===== config.mk =====
export PLATFORM = sky130hd
export DESIGN_NAME = ps2_host_tx
export DESIGN_NICKNAME = d
export VERILOG_FILES = /design/src/rtl/ps2_host_tx.sv
export SDC_FILE = /design/constraint.sdc
export NUM_CORES = 1
export LEC_CHECK = 0
export ABC_AREA = 1
export BUFFER_PORTS_ARGS = -buffer_cell sky130_fd_sc_hd__buf_2
export CAP_MARGIN = 10
export CORE_ASPECT_RATIO = 0.5
export CORE_MARGIN = 5
export CORE_UTILIZATION = 50
export DETAILED_ROUTE_END_ITERATION = 10
export GPL_ROUTABILITY_DRIVEN = 0
export PLACE_DENSITY = 0.77
export REMOVE_ABC_BUFFERS = 1
export SYNTH_ARGS = -nofsm -noshare
export SYNTH_HDL_FRONTEND = slang
export SYNTH_SLANG_ARGS = --single-unit

===== constraint.sdc =====
create_clock -name CLK_CPU -period 2.2 [get_ports CLK_CPU]
set_clock_uncertainty 0.05 [all_clocks]
set_input_delay 0.55 -clock CLK_CPU [delete_from_list [all_inputs] [get_ports CLK_CPU]]
set_output_delay 0.55 -clock CLK_CPU [all_outputs]
set_load 0.05 [all_outputs]

===== src/rtl/ps2_host_tx.sv =====
// PS/2 host-to-device transmitter: request-to-send, shift-out on device clock falling edges, ack check.
// Define PS2_TX_RETRY_EN to retry once (same byte) after a NACK or timeout before reporting tx_error.
module ps2_host_tx #(
  parameter int INHIBIT_CYCLES = 2500,
  parameter int TIMEOUT_CYCLES = 50000
) (
  input  logic       CLK_CPU,
  input  logic       resetp,
  input  logic       tx_valid,
  input  logic [7:0] tx_data,
  output logic       tx_ready,
  output logic       tx_busy,
  output logic       tx_done,
  output logic       tx_error,
  input  logic       ps2_clk_in,
  input  logic       ps2_data_in,
  output logic       ps2_clk_oe,
  output logic       ps2_data_oe
);

  localparam int CNT_MAX = (INHIBIT_CYCLES > TIMEOUT_CYCLES) ? INHIBIT_CYCLES : TIMEOUT_CYCLES;
  localparam int CW      = $clog2(CNT_MAX + 1);
  localparam logic [CW-1:0] INHIBIT_LAST = CW'(INHIBIT_CYCLES - 1);
  localparam logic [CW-1:0] START_AT     = CW'(INHIBIT_CYCLES - 2);
  localparam logic [CW-1:0] TIMEOUT_LAST = CW'(TIMEOUT_CYCLES - 1);

  typedef enum logic [2:0] {IDLE, INHIBIT, SEND, ACK, WAIT_IDLE} state_t;

  logic [1:0] clk_sync;
  logic [1:0] data_sync;
  logic       clk_prev;

  // NOTE: synchronizer resets to 1 (idle bus level) so leaving reset never fakes a falling edge.
  always_ff @(posedge CLK_CPU or posedge resetp) begin
    if (resetp) begin
      clk_sync  <= 2'b11;
      data_sync <= 2'b11;
      clk_prev  <= 1'b1;
    end else begin
      clk_sync  <= {clk_sync[0], ps2_clk_in};
      data_sync <= {data_sync[0], ps2_data_in};
      clk_prev  <= clk_sync[1];
    end
  end

  logic clk_s, data_s, fall, lines_idle;
  assign clk_s      = clk_sync[1];
  assign data_s     = data_sync[1];
  assign fall       = clk_prev & ~clk_s;
  assign lines_idle = clk_s & data_s;

  state_t        state;
  logic [CW-1:0] cnt;
  logic [3:0]    bit_cnt;
  logic [7:0]    data_q;
  logic          ack_ok;
  logic          parity_bit;
  logic          watched, timed_out, nacked, fail;
`ifdef PS2_TX_RETRY_EN
  logic          retried;
`endif

  assign parity_bit = ~^data_q;
  assign watched    = (state == SEND) || (state == ACK) || (state == WAIT_IDLE);
  // A device edge in the same cycle as the last count wins over the timeout.
  assign timed_out  = watched && !fall && (cnt == TIMEOUT_LAST) &&
                      !((state == WAIT_IDLE) && lines_idle);
  assign nacked     = (state == WAIT_IDLE) && lines_idle && !ack_ok;
  assign fail       = timed_out || nacked;

  always_ff @(posedge CLK_CPU or posedge resetp) begin
    if (resetp) begin
      state       <= IDLE;
      cnt         <= '0;
      bit_cnt     <= '0;
      data_q      <= '0;
      ack_ok      <= 1'b0;
      tx_ready    <= 1'b1;
      tx_busy     <= 1'b0;
      tx_done     <= 1'b0;
      tx_error    <= 1'b0;
      ps2_clk_oe  <= 1'b0;
      ps2_data_oe <= 1'b0;
`ifdef PS2_TX_RETRY_EN
      retried     <= 1'b0;
`endif
    end else begin
      tx_done  <= 1'b0;
      tx_error <= 1'b0;
      case (state)
        IDLE: begin
          tx_ready <= 1'b1;
          if (tx_valid && tx_ready) begin
            data_q     <= tx_data;
            cnt        <= '0;
            ps2_clk_oe <= 1'b1;
            tx_ready   <= 1'b0;
            tx_busy    <= 1'b1;
            state      <= INHIBIT;
`ifdef PS2_TX_RETRY_EN
            retried    <= 1'b0;
`endif
          end
        end
        INHIBIT: begin
          cnt <= cnt + 1'b1;
          if (cnt == START_AT) ps2_data_oe <= 1'b1;
          if (cnt == INHIBIT_LAST) begin
            ps2_clk_oe <= 1'b0;
            cnt        <= '0;
            bit_cnt    <= '0;
            state      <= SEND;
          end
        end
        SEND: begin
          cnt <= cnt + 1'b1;
          if (fall) begin
            cnt     <= '0;
            bit_cnt <= bit_cnt + 1'b1;
            if (bit_cnt < 4'd8) begin
              ps2_data_oe <= ~data_q[bit_cnt[2:0]];
            end else if (bit_cnt == 4'd8) begin
              ps2_data_oe <= ~parity_bit;
            end else begin
              ps2_data_oe <= 1'b0;
              state       <= ACK;
            end
          end
        end
        ACK: begin
          cnt <= cnt + 1'b1;
          if (fall) begin
            cnt    <= '0;
            ack_ok <= ~data_s;
            state  <= WAIT_IDLE;
          end
        end
        WAIT_IDLE: begin
          cnt <= cnt + 1'b1;
          if (lines_idle) begin
            if (ack_ok) begin
              tx_done <= 1'b1;
              tx_busy <= 1'b0;
              state   <= IDLE;
            end
          end else if (fall) begin
            cnt <= '0;
          end
        end
        default: state <= IDLE;
      endcase

      // NOTE: these later non-blocking writes deliberately override the case branch above.
      if (fail) begin
        ps2_clk_oe  <= 1'b0;
        ps2_data_oe <= 1'b0;
        cnt         <= '0;
`ifdef PS2_TX_RETRY_EN
        if (!retried) begin
          retried    <= 1'b1;
          ps2_clk_oe <= 1'b1;
          state      <= INHIBIT;
        end else begin
          tx_error <= 1'b1;
          tx_busy  <= 1'b0;
          state    <= IDLE;
        end
`else
        tx_error <= 1'b1;
        tx_busy  <= 1'b0;
        state    <= IDLE;
`endif
      end
    end
  end

endmodule


==> results of run 1 <==
[metal layers]
| layer | wire (um) | track usage [%] |
|---|---|---|
| met5 | 0 | 0 |
| met4 | 134 | 8.05 |
| met3 | 251 | 3.24 |
| met2 | 2680 | 34.1 |
| met1 | 2540 | 20.6 |
[power by group through the flow]
stage          combinational (uW)  sequential [uW]  clock [uW]
2_1_floorplan                1070             1380           0
3_3_place_gp                 1460             1310           0
3_5_place_dp                 1510             1320           0
4_1_cts                      1520             1310         657
5_1_grt                      1750             1350         688
6_report                     1520             1310         640
[state kept, by name (all words and copies together) (netlist names), 2 cells and up]
name / flops
state: 3
cnt: 16
bit_cnt: 4
clk_sync: 2
data_q: 8
data_sync: 2
[metrics by stage]
stage / setup WS [ps] / hold WS [ps] / utilization, % / power [uW] / instance area [um^2]
floorplan: 238 / 295 / - / 2450 / 2590
global placement: 378 / 296 / 55.5 / 2770 / 2790
detailed placement: 295 / 298 / 55.5 / 2830 / 2790
CTS: 292 / 283 / 57.9 / 3480 / 2910
global route: 111 / 275 / 57.9 / 3790 / 2910
finish: 301 / 294 / 57.9 / 3470 / 2910
[cell usage in the layout, fill, tap and decap left out, drive strengths merged]
| cell type | count |
|---|---|
| a21oi | 14 |
| buf | 21 |
| bufinv | 1 |
| clkbuf | 6 |
| clkinv | 2 |
| dfrtp | 37 |
| dfstp | 6 |
| ha | 4 |
| inv | 42 |
| nand2 | 144 |
| nand3 | 26 |
| nand3b | 1 |
| nand4 | 11 |
| nor2 | 42 |
| nor3 | 4 |
| o2111ai | 2 |
| o211ai | 1 |
| o21ai | 16 |
| xnor2 | 8 |
| xor2 | 9 |
[logic make-up (layout without fill, tap and decap cells)]
group                      Yosys count  count (layout)  synth area share [%]
and+or+nand+nor                    228             228                  36.3
buffers and inverters               54              72                  8.49
DFF                                 43              43                  40.8
AOI/OAI and AO/OA                   33              33                  6.89
xor gates and xnor gates            17              17                  5.61
adders and majority gates            4               4                  1.89
[cell type report]
class | count | area, um^2
Clock buffer | 6 | 82.6
Clock inverter | 2 | 35.0
Fill cell | 458 | 2120
Inverter | 43 | 161
Multi-Input combinational cell | 282 | 1340
Sequential cell | 43 | 1080
Tap cell | 70 | 87.6
Timing Repair Buffer | 21 | 113
[path summary, 6_finish.rpt]
check                             from     endpoint  cells past startpoint
max in group asynchronous       resetp   bit_cnt[2]                      3
hold reg to reg            clk_sync[0]  clk_sync[1]                      0
min in group asynchronous       resetp    data_q[2]                      3
setup / recovery                cnt[1]       cnt[4]                     10
hold / removal              ps2_clk_in  clk_sync[0]                      1
setup reg to reg                cnt[1]       cnt[4]                     10
[worst max-delay path: stages (launching register included)]
cell,delay (ps)
dfrtp_1,390
ha_1,270
nand2_1,80
nor2_1,90
nand3_1,70
nor2_1,130
nand2_1,80
nand2_1,70
nand2_2,150
nand2_2,270
a21oi_1,110
==> results.md, run 1 <==
* Logic gate share of total power at 43.7%
* Placed insts at 459
* CTS sink count at 43
* Sw frac at 45.0%
* Post-synth top area cell: dfrtp_1
* Reg-to-reg slack, setup at 300 ps
* Core area at 5020 um^2
* 1st-iter DRT viols at 150
* Endpoints failing setup at 0
* Final Net Count at 413
* Pint at 1910 uW
* Port Buf Inserts at 18
* Layout cells sized above 1 at 12.3%
* Pleak at 0.00151 uW
* Sequential area share after synthesis at 40.8%
* I/O Pins at 19
* Mapped Area at 2650 um^2
* Initial antenna violation count at 0
* Status: finished clean
* Share of the synthesized area in the top cell type at 34.9%
* Top cells by instance count after synthesis: nand2_1, inv_1, nor2_1
* Total GRT Usage at 18.0%
* First-pass GRT wire length at 10.0 mm
* Vias in the first global route at 2,381
* Die area at 6950 um^2
* Top cells by area, synth: dfrtp_1, nand2_1, dfstp_2
* CTS Buf Count at 5
* TritonRoute pass-1 iters at 5
* MaxCap Viol Count at 0
* Flop pwr share at 37.8%
* Hold Violations, Final at 0
* Hold Path Class: in -> reg
* Clk pwr share at 18.5%
* Relative slew margins at 64.0%
* Synth Warn # at 0
* VDD IR max at 0.663 mV
* Most frequent cell after synthesis: nand2_1
* Fraction of registers with async set/reset at 100%
* Final Cycle Share at 86.3%
* Slew Limit Fails at 0
* CTS tree: yes
* Startpoint Class: register
* Clock tree buffer depth at 2
* Post-CTS sizing at 0
* Routed Wire Length at 5.60 mm
* Main flop type after synthesis: dfrtp_1
* Cell count after synthesis at 379
* Largest net degree at the start of global routing at 44
* Pwr Density at 1190 nW/um^2
* Clk root buf: clkbuf_8
* Area growth from synthesis to layout at 9.58%
* Width of the die at 113 um
* CP arrival at 2030 ps
* Setup crit end kind: register
* Worst-Margin Slew at 541 ps
* RSZ-0062 raised after global routing: no
* Drt wl/cell at 12.0 um
* Hold buffers post-CTS at 0
* Total gr overflow at 0
* Die Ht at 61.5 um
* Drt via density at 5.13
* Setup Buffers After CTS at 0
* Drc violations at 0
* Ant. Diodes at 0
* Yosys cell types at 29
* Detailed placer's ending HPWL at 4.11 mm
* Crit path required time at 2330 ps
* DR vias at 2,395
* Worst skew pair latency at 300 ps
* Post-synth EDFFs at 0
* Clock transition at the registers of the reported paths at 80 ps
* Std cell rows at 18
* Critical path type: reg -> reg
* CP Max Fanout at 13
* Post-detailed-route count of antenna-violating nets at 0
* Syn Area/Cell at 7.00 um^2
* Starting density of the core at 52.8%
* #FFs+latches synth at 43
* Final setup TNS at 0 ps
* H-tree lvl count at 2
* Highest clock rate at 0.526 GHz
* Period minus WS final at 1900 ps
* Layout Cells excl Fill at 467
* Net Switching at 1560 uW
No activity file was read; power rests on OpenSTA's default activity.
==> inputs of run 2 (changes only) <==
BUFFER_PORTS_ARGS = -buffer_cell sky130_fd_sc_hd__clkbuf_2   (was -buffer_cell sky130_fd_sc_hd__buf_2)
==> run 2 against run 1 <==
Core utilization down 0.22 points; combinational power barely moved; total power down 0.76%; final area shrank 0.39%; critical path type unchanged.
==> results.md, run 2 (synthesized netlist as in run 1, its figures left out) <==
* Status: finished clean
* CTS sink count at 43 (unchanged)
* Post-CTS sizing at 0 (unchanged)
* Std cell rows at 18 (unchanged)
* Worst skew pair latency at 300 ps (about the same)
* Area growth from synthesis to layout at 9.15%
* Hold buffers post-CTS at 0 (unchanged)
* CTS Buf Count at 5 (unchanged)
* Worst-Margin Slew at 532 ps (-9.23 ps)
* Met3 wire len at 251 um (unchanged)
* DR vias at 2,407 (+0.50%)
* Drt via density at 5.15 (+0.50%)
* Endpoints failing setup at 0 (unchanged)
* Hold Violations, Final at 0 (unchanged)
* Max Used Layer: met4
* Post-route cell area at 2900 um^2 (-0.39%)
* Routed Wire Length at 5.65 mm (+0.87%)
* Hold Path Class: in -> reg
* Die area at 6950 um^2 (unchanged)
* CP Max Fanout at 13 (unchanged)
* RSZ-0062 raised after global routing: no
* Final Net Count at 413 (unchanged)
* I/O Pins at 19 (unchanged)
* M1 WL at 2.53 mm (about the same)
* Period minus WS final at 1880 ps (-20.6 ps)
* H-tree lvl count at 2 (unchanged)
* Hold path depth at 1 (unchanged)
* Max FFs per register at 16 (unchanged)
* Setup Buffers After CTS at 0 (unchanged)
* Relative slew margins at 64.6% (+0.62 points)
* Crit path required time at 2310 ps (-20 ps)
* Most frequent cells in the layout: nand2_1, inv_1, nor2_1
* Met2 WL at 2.77 mm (+3.2%)
* Layout cells sized above 1 at 11.8% (-0.50 points)
* CP arrival at 1990 ps (-40 ps)
* TritonRoute pass-1 iters at 5 (unchanged)
* Initial antenna violation count at 0 (unchanged)
* 1st-iter DRT viols at 91 (-39%)
* Fillers at 471 (+2.8%)
* Slew Limit Fails at 0 (unchanged)
* Total GRT Usage at 17.6% (-0.38 points)
* Vias in the first global route at 2,335 (-1.9%)
* Area of the multi-input gates at 1340 um^2 (unchanged)
* Clock tree buffer depth at 2 (unchanged)
* Commonest non-fill, non-tap cell in the layout: nand2_1
* VDD IR max at 0.744 mV (+12%)
* Clock transition at the registers of the reported paths at 80 ps (about the same)
* Largest net degree at the start of global routing at 44 (unchanged)
* Width of the die at 113 um (unchanged)
* First-pass GRT wire length at 9.80 mm (-2.2%)
* Reg2Reg Depth at 10 (unchanged)
* Ant. Diodes at 0 (unchanged)
* Highest clock rate at 0.532 GHz (+1.1%)
* Most flops, register: cnt
* Port Buf Inserts at 18 (unchanged)
* Starting density of the core at 52.8% (unchanged)
* Total gr overflow at 0 (unchanged)
* Clk root buf: clkbuf_8
* Setup crit end kind: register
* Final setup TNS at 0 ps (unchanged)
* Drt wl/cell at 12.1 um (+0.87%)
* DP Area at 2790 um^2 (unchanged)
* Pwr Density at 1190 nW/um^2 (-0.38%)
* Core area at 5020 um^2 (unchanged)
* MaxCap Viol Count at 0 (unchanged)
* CTS tree: yes
* Drc violations at 0 (unchanged)
* Startpoint Class: register
* Registers with the most flip-flops: cnt x16, data_q x8, bit_cnt x4
* Die Ht at 61.5 um (unchanged)
* Reg area at 1080 um^2 (unchanged)
* Detailed placer's ending HPWL at 4.24 mm (+3.0%)
* Final Cycle Share at 85.4% (-0.94 points)
* Critical path type: reg -> reg
* Post-detailed-route count of antenna-violating nets at 0 (unchanged)
* Pleak at 0.00151 uW (-0.37%)
[run 2: cell count changes in the layout (fill, tap and decap cells not counted), sizes merged]
cell	delta
clkinv	-1
clkbuf	+19
buf	-18
[run 2: metal layers]
layer / global-route usage (%) / vias to the layer above
li1: - / 1220
met3: 3.43 / 10
met2: 34.3 / 55
met4: 7.36 / 0
met5: 0 / -
met1: 19.5 / 1122
[run 2: where the power goes]
part / internal (uW) / switching [uW]
Sequential: 1020 / 293
Combinational: 523 / 999
Clock: 340 / 269
Total: 1880 / 1560
[run 2: cell type report]
| cell class | count | share of cell area (%) |
|---|---|---|
| clock buffer | 7 | 2.64 |
| timing repair buffer | 21 | 3.89 |
| inverter | 43 | 5.57 |
| sequential | 43 | 37.4 |
| tap | 70 | 3.03 |
| multi-input combinational | 282 | 46.4 |
| clock inverter | 1 | 1.04 |
[run 2: final timing paths]
kind / startpoint / end / slack (ps)
setup / recovery: cnt[1] / cnt[2] / 320
hold / removal: ps2_clk_in / clk_sync[0] / 290
setup reg to reg: cnt[1] / cnt[2] / 320
hold reg to reg: clk_sync[0] / clk_sync[1] / 310
max in group asynchronous: resetp / data_sync[0] / 1420
min in group asynchronous: resetp / data_q[5] / 310
[run 2: worst max-delay path, cell delays in order, from the launching register on]
cell,delay [ps]
dfrtp_1,390
ha_1,260
nand2_1,80
nor2_1,90
nand3_1,80
nor2_1,120
nand2_1,80
nand2_1,70
nand2_2,160
nand2_2,260
o21ai_0,120
[run 2: per-stage QoR]
stage,cells,worst slack [ps],utilization (%),power [uW],hold WS [ps]
after floorplan,368,238,-,2450,295
after CTS,467,285,57.6,3460,283
final,467,321,57.6,3440,287
after global placement,459,380,55.5,2770,296
after detailed placement,459,290,55.5,2840,302
after global routing,467,54.5,57.6,3740,280
